File: src/rtl/bit_reorder_prog.sv
`default_nettype none
// ============================================================================
// Module  : bit_reorder_prog
// Brief   : Registered bit permutation with a runtime-programmable,
//           double-buffered map and valid/ready handshake on both sides.
// Rev     : 1.0  initial release
// ============================================================================
module bit_reorder_prog #(
    parameter int DATA_WIDTH  = 32,
    parameter int INDEX_WIDTH = 5
) (
    input  logic                   clk,
    input  logic                   rst,
    input  logic [DATA_WIDTH-1:0]  in_data,
    input  logic                   in_valid,
    output logic                   in_ready,
    output logic [DATA_WIDTH-1:0]  out_data,
    output logic                   out_valid,
    input  logic                   out_ready,
    input  logic                   cfg_wr_en,
    input  logic [INDEX_WIDTH-1:0] cfg_addr,
    input  logic [INDEX_WIDTH-1:0] cfg_data,
    input  logic                   cfg_commit,
    output logic                   cfg_busy
);

    logic [INDEX_WIDTH-1:0] r_active_q [DATA_WIDTH];
    logic [INDEX_WIDTH-1:0] r_shadow_q [DATA_WIDTH];
    logic [INDEX_WIDTH-1:0] w_active_d [DATA_WIDTH];
    logic [INDEX_WIDTH-1:0] w_shadow_d [DATA_WIDTH];
    logic [DATA_WIDTH-1:0]  r_out_data_q;
    logic [DATA_WIDTH-1:0]  w_out_data_d;
    logic                   r_out_valid_q;
    logic                   w_out_valid_d;
    logic                   r_busy_q;
    logic                   w_busy_d;
    logic [DATA_WIDTH-1:0]  w_reordered;
    logic                   w_in_xfer;
    logic                   w_wr_accept;

    // Each output bit is a mux over all input bits; an entry matching no
    // input index (>= DATA_WIDTH) selects nothing and yields 0.
    for (genvar gi = 0; gi < DATA_WIDTH; gi++) begin : g_out_bit
        logic w_bit;
        always_comb begin
            w_bit = 1'b0;
            for (int j = 0; j < DATA_WIDTH; j++) begin
                if (r_active_q[gi] == INDEX_WIDTH'(j)) begin
                    w_bit = in_data[j];
                end
            end
        end
        assign w_reordered[gi] = w_bit;
    end

    assign in_ready  = !r_out_valid_q || out_ready;
    assign w_in_xfer = in_valid && in_ready;

    always_comb begin
        w_out_valid_d = r_out_valid_q;
        w_out_data_d  = r_out_data_q;
        if (w_in_xfer) begin
            w_out_valid_d = 1'b1;
            w_out_data_d  = w_reordered;
        end else if (out_ready) begin
            w_out_valid_d = 1'b0;
        end
    end

    // Commit copies the shadow as it stood before this cycle's write, so a
    // write coinciding with a commit waits for the following commit.
    always_comb begin
        w_active_d  = r_active_q;
        w_shadow_d  = r_shadow_q;
        w_wr_accept = 1'b0;
        if (cfg_commit) begin
            w_active_d = r_shadow_q;
        end
        for (int i = 0; i < DATA_WIDTH; i++) begin
            if (cfg_wr_en && (cfg_addr == INDEX_WIDTH'(i))) begin
                w_shadow_d[i] = cfg_data;
                w_wr_accept   = 1'b1;
            end
        end
        w_busy_d = r_busy_q;
        if (cfg_commit) begin
            w_busy_d = 1'b0;
        end
        if (w_wr_accept) begin
            w_busy_d = 1'b1;
        end
    end

    always_ff @(posedge clk) begin
        if (!rst) begin
            r_out_valid_q <= 1'b0;
            r_out_data_q  <= '0;
            r_busy_q      <= 1'b0;
            for (int i = 0; i < DATA_WIDTH; i++) begin
                r_active_q[i] <= INDEX_WIDTH'(i);
                r_shadow_q[i] <= INDEX_WIDTH'(i);
            end
        end else begin
            r_out_valid_q <= w_out_valid_d;
            r_out_data_q  <= w_out_data_d;
            r_busy_q      <= w_busy_d;
            r_active_q    <= w_active_d;
            r_shadow_q    <= w_shadow_d;
        end
    end

    assign out_data  = r_out_data_q;
    assign out_valid = r_out_valid_q;
    assign cfg_busy  = r_busy_q;

endmodule
`default_nettype wire

File: config.mk
export PLATFORM = sky130hd
export DESIGN_NAME = bit_reorder_prog
export DESIGN_NICKNAME = d
export VERILOG_FILES = /design/src/rtl/bit_reorder_prog.sv
export SDC_FILE = /design/constraint.sdc
export NUM_CORES = 1
export LEC_CHECK = 0
export CAP_MARGIN = 20
export CORE_UTILIZATION = 50
export CTS_CLUSTER_SIZE = 25
export DETAILED_ROUTE_END_ITERATION = 7
export PLACE_DENSITY_LB_ADDON = 0.15
export SLEW_MARGIN = 20
export SYNTH_ARGS = -nofsm -noshare
export SYNTH_HDL_FRONTEND = slang
export SYNTH_SLANG_ARGS = --single-unit
File: constraint.sdc
create_clock -name clk -period 3.9 [get_ports clk]
set_clock_uncertainty 0.2 [all_clocks]
set_input_delay 0.39 -clock clk [delete_from_list [all_inputs] [get_ports clk]]
set_output_delay 0.39 -clock clk [all_outputs]
set_load 0.01 [all_outputs]
==> impl_metrics.toml <==
[drt]
dr.first_iter.drc_count = 3962
ant_nets = 0
vias = 29000
wire_per_inst_um = 26.7
drc = 28
via_per_inst = 7.01
firstDrtPassIters = 8
wl_mm = 111

[timing]
fin_crit_sh = 0.725
rsz0062_at_grt = "false"
drv_slew = 0
period_minus_slack_ns = 2.83
setup_viol = 0
max_freq_mhz = 354
hold_viol = 0
fin_hold_ws_ns = 0.0990
setup_slack_ns = 1.07
setup_tns_ns = 0
relSlewSlack = 0.230
worst_pin_slew_ns = 1.16

[synthesis]
synth-async-reset-ratio = 0
synth_edf_count = 0
ys_ff_latch = 354
synthesis.nets = 3647
synthSimpleGateAreaFrac = 0.235
yosysSeqAreaShare = 0.257
synth_top_family_by_area = "compound AO/OA/AOI/OAI gates"
syn_inst = 3599
avgSynthCellArea_sq_um = 7.66
synth_top_area_cell = "dfxtp_1"
synth_warnings = 0
synth_adder_area_share = 0.000363
synth_area_sq_mm = 0.0276
yosysTopAreaCellShare = 0.257
synthMuxAreaShare = 0.177
synth.distinct_cells = 89
synth_compound_area_frac = 0.254
synth_xor_area_frac = 0.000318
synthFlopType = "dfxtp_1"
synth_area_leaders = "dfxtp_1 (26%), mux2i_1 (12%), nand2_1 (5.4%), mux4_2 (4.6%), nor2b_1 (4.4%)"

[job]
maxCapViolCount = 0

[global_routing]
grt_usage = 0.382
grt_pass1_vias = 25800
overflow = 0
grt_pass1_wl_mm = 164
grt_max_degree = 195
grt_use_met1 = 0.514
antenna_found_initial = 3
grt_busiest_layer = "met2"
grt_use_met3 = 0.0862
gr-usage-met2 = 0.570

[worst_setup_path]
cp-end-kind = "flip-flop"
r2r_slack_ns = 1.07
critPathMaxStageDelay_ns = 0.83
worstPathMaxFanout = 22
path_class = "flip-flop to flip-flop"
rr_worst_depth = 7
slowest_stage = "dfxtp_1"
worstPathRequired_ns = 4.16
path_cells = "mux4_2 > and2_1 > o22ai_1 > a211oi_1 > a2111oi_0 > o21a_1 > a21oi_1"
critPathLaunchType = "flip-flop"
arrival_ns = 3.08

[finish]
nFillCells = 4978
final_cell_mix = "nand2_1 (399), dfxtp_1 (354), mux2i_1 (333), o21ai_0 (215), nor2b_1 (196)"
layout_commonest_cell = "nand2_1"
areaGrowthSynthToFinish_pct = 8.53
multi_input_area_sq_mm = 0.0184
final_nets = 3455
drive_gt1_frac = 0.0899
final_area_sq_mm = 0.0299
regArea_sq_mm = 0.00709

[outcome]
violations = "design-rule violations"
outcome = "finished with violations"

[placement]
place_area_sq_mm = 0.0286
place_congestion = 0.975
preCtsSetupSlack_ns = 0.736
io_buffers = 82
hpwl_mm = 68.7

[die]
chipHeight_um = 237
row_count = 85
ios = 83
dieArea_sq_mm = 0.0561
core-area_sq_mm = 0.0541
initial_core_util = 0.509
die_w_um = 237

[clocking]
clk_latency_ns = 0.61
clock-root-buffer = "clkbuf_16"
cts_buffers = 40
htree_levels = 2
cts.sinks = 354
clockBufferDepth = 3
cts_tree = "yes"
cts_resized = 0
clk_pin_slew_ns = 0.06

[worst_hold_path]
min_path_cells = 3
hp-class = "input pin to flip-flop"

[pwr]
ir_drop_mv = 0.278
power_density_mw_per_mm2 = 310
totalPowerFinal_mw = 9.28
p_leak_nw = 10.9
[path summary, 6_finish.rpt]
| path | startpoint | to |
|---|---|---|
| setup / recovery | r_active_q[140] | out_data[3] |
| hold / removal | cfg_commit | r_active_q[108] |
| setup reg to reg | r_active_q[140] | out_data[3] |
| hold reg to reg | r_shadow_q[115] | r_shadow_q[115] |
[synthesized netlist by cell type (all sizes together), types with 17 or more instances]
| cell type | n |
|---|---|
| a22oi | 25 |
| a41oi | 17 |
| nand4 | 38 |
| nand3b | 24 |
| mux2i | 333 |
| mux4 | 57 |
| nand3 | 116 |
| nor2 | 181 |
| nor3b | 32 |
| nor2b | 196 |
| and3 | 23 |
| clkbuf | 310 |
| o32ai | 21 |
| a21oi | 175 |
| nand2b | 63 |
| a211oi | 57 |
| o211ai | 85 |
| inv | 96 |
| a21boi | 47 |
| nor3 | 87 |
| o31ai | 35 |
| mux2 | 23 |
| dfxtp | 354 |
| o22ai | 46 |
| nand2 | 399 |
| o21ai | 234 |
| buf | 123 |
| a31oi | 51 |
[metrics by stage]
| step | util | instances |
|---|---|---|
| CTS | 0.553 | 4133 |
| global route | 0.553 | 4133 |
| global placement | 0.528 | 4060 |
| finish | 0.553 | 4139 |
| floorplan | - | 3599 |
| detailed placement | 0.528 | 4060 |
[final cells by class]
class	instances	area share
Timing Repair Buffer	199	0.0627
Multi-Input combinational cell	2714	0.614
Inverter	98	0.0123
Clock buffer	53	0.0371
Tap cell	696	0.0291
Sequential cell	354	0.237
Antenna cell	6	0.000502
Clock inverter	19	0.00715
[power breakdown]
| group | switching [mW] | internal, mW |
|---|---|---|
| Combinational | 0.988 | 0.570 |
| Sequential | 0.132 | 3.68 |
| Clock | 1.69 | 2.22 |
[worst max-delay path, delay by kind of cell, from the launching register on]
family | cells | cell delay [ns]
muxes | 1 | 0.58
DFF | 1 | 0.83
AOI/OAI and AO/OA | 5 | 0.88
and+or+nand+nor | 1 | 0.17
[routing by layer]
| metal | up-vias | share of wire |
|---|---|---|
| met5 | - | 0.00012 |
| met4 | 2 | 0.054 |
| met3 | 416 | 0.11 |
| met2 | 1907 | 0.43 |
| met1 | 13800 | 0.40 |
| li1 | 12900 | - |
[flip-flops by register name (all words and copies together), names as in the netlist]
register and flops:
r_active_q 160, r_shadow_q 160, cfg_busy 1, out_data 32, out_valid 1
[cell families (layout without fill, tap and decap cells)]
| logic type | count (synthesis) | after routing |
|---|---|---|
| multiplexers | 413 | 413 |
| AO/OA/AOI/OAI | 1034 | 1034 |
| XOR/XNOR | 1 | 1 |
| AND/OR/NAND/NOR | 1265 | 1265 |
| other | 0 | 6 |
| adder cells (fa/ha/maj) | 1 | 1 |
| buffers and inverters | 531 | 369 |
| flip-flops | 354 | 354 |
[what timing repair did]
item / in CTS / in global routing
endpoints found under the hold margin: 25 / 0
buffers inserted: 0 / 0
setup endpoints to repair: 0 / 0
hold buffers: 1 / 0
No activity file was read; power rests on OpenSTA's default activity.
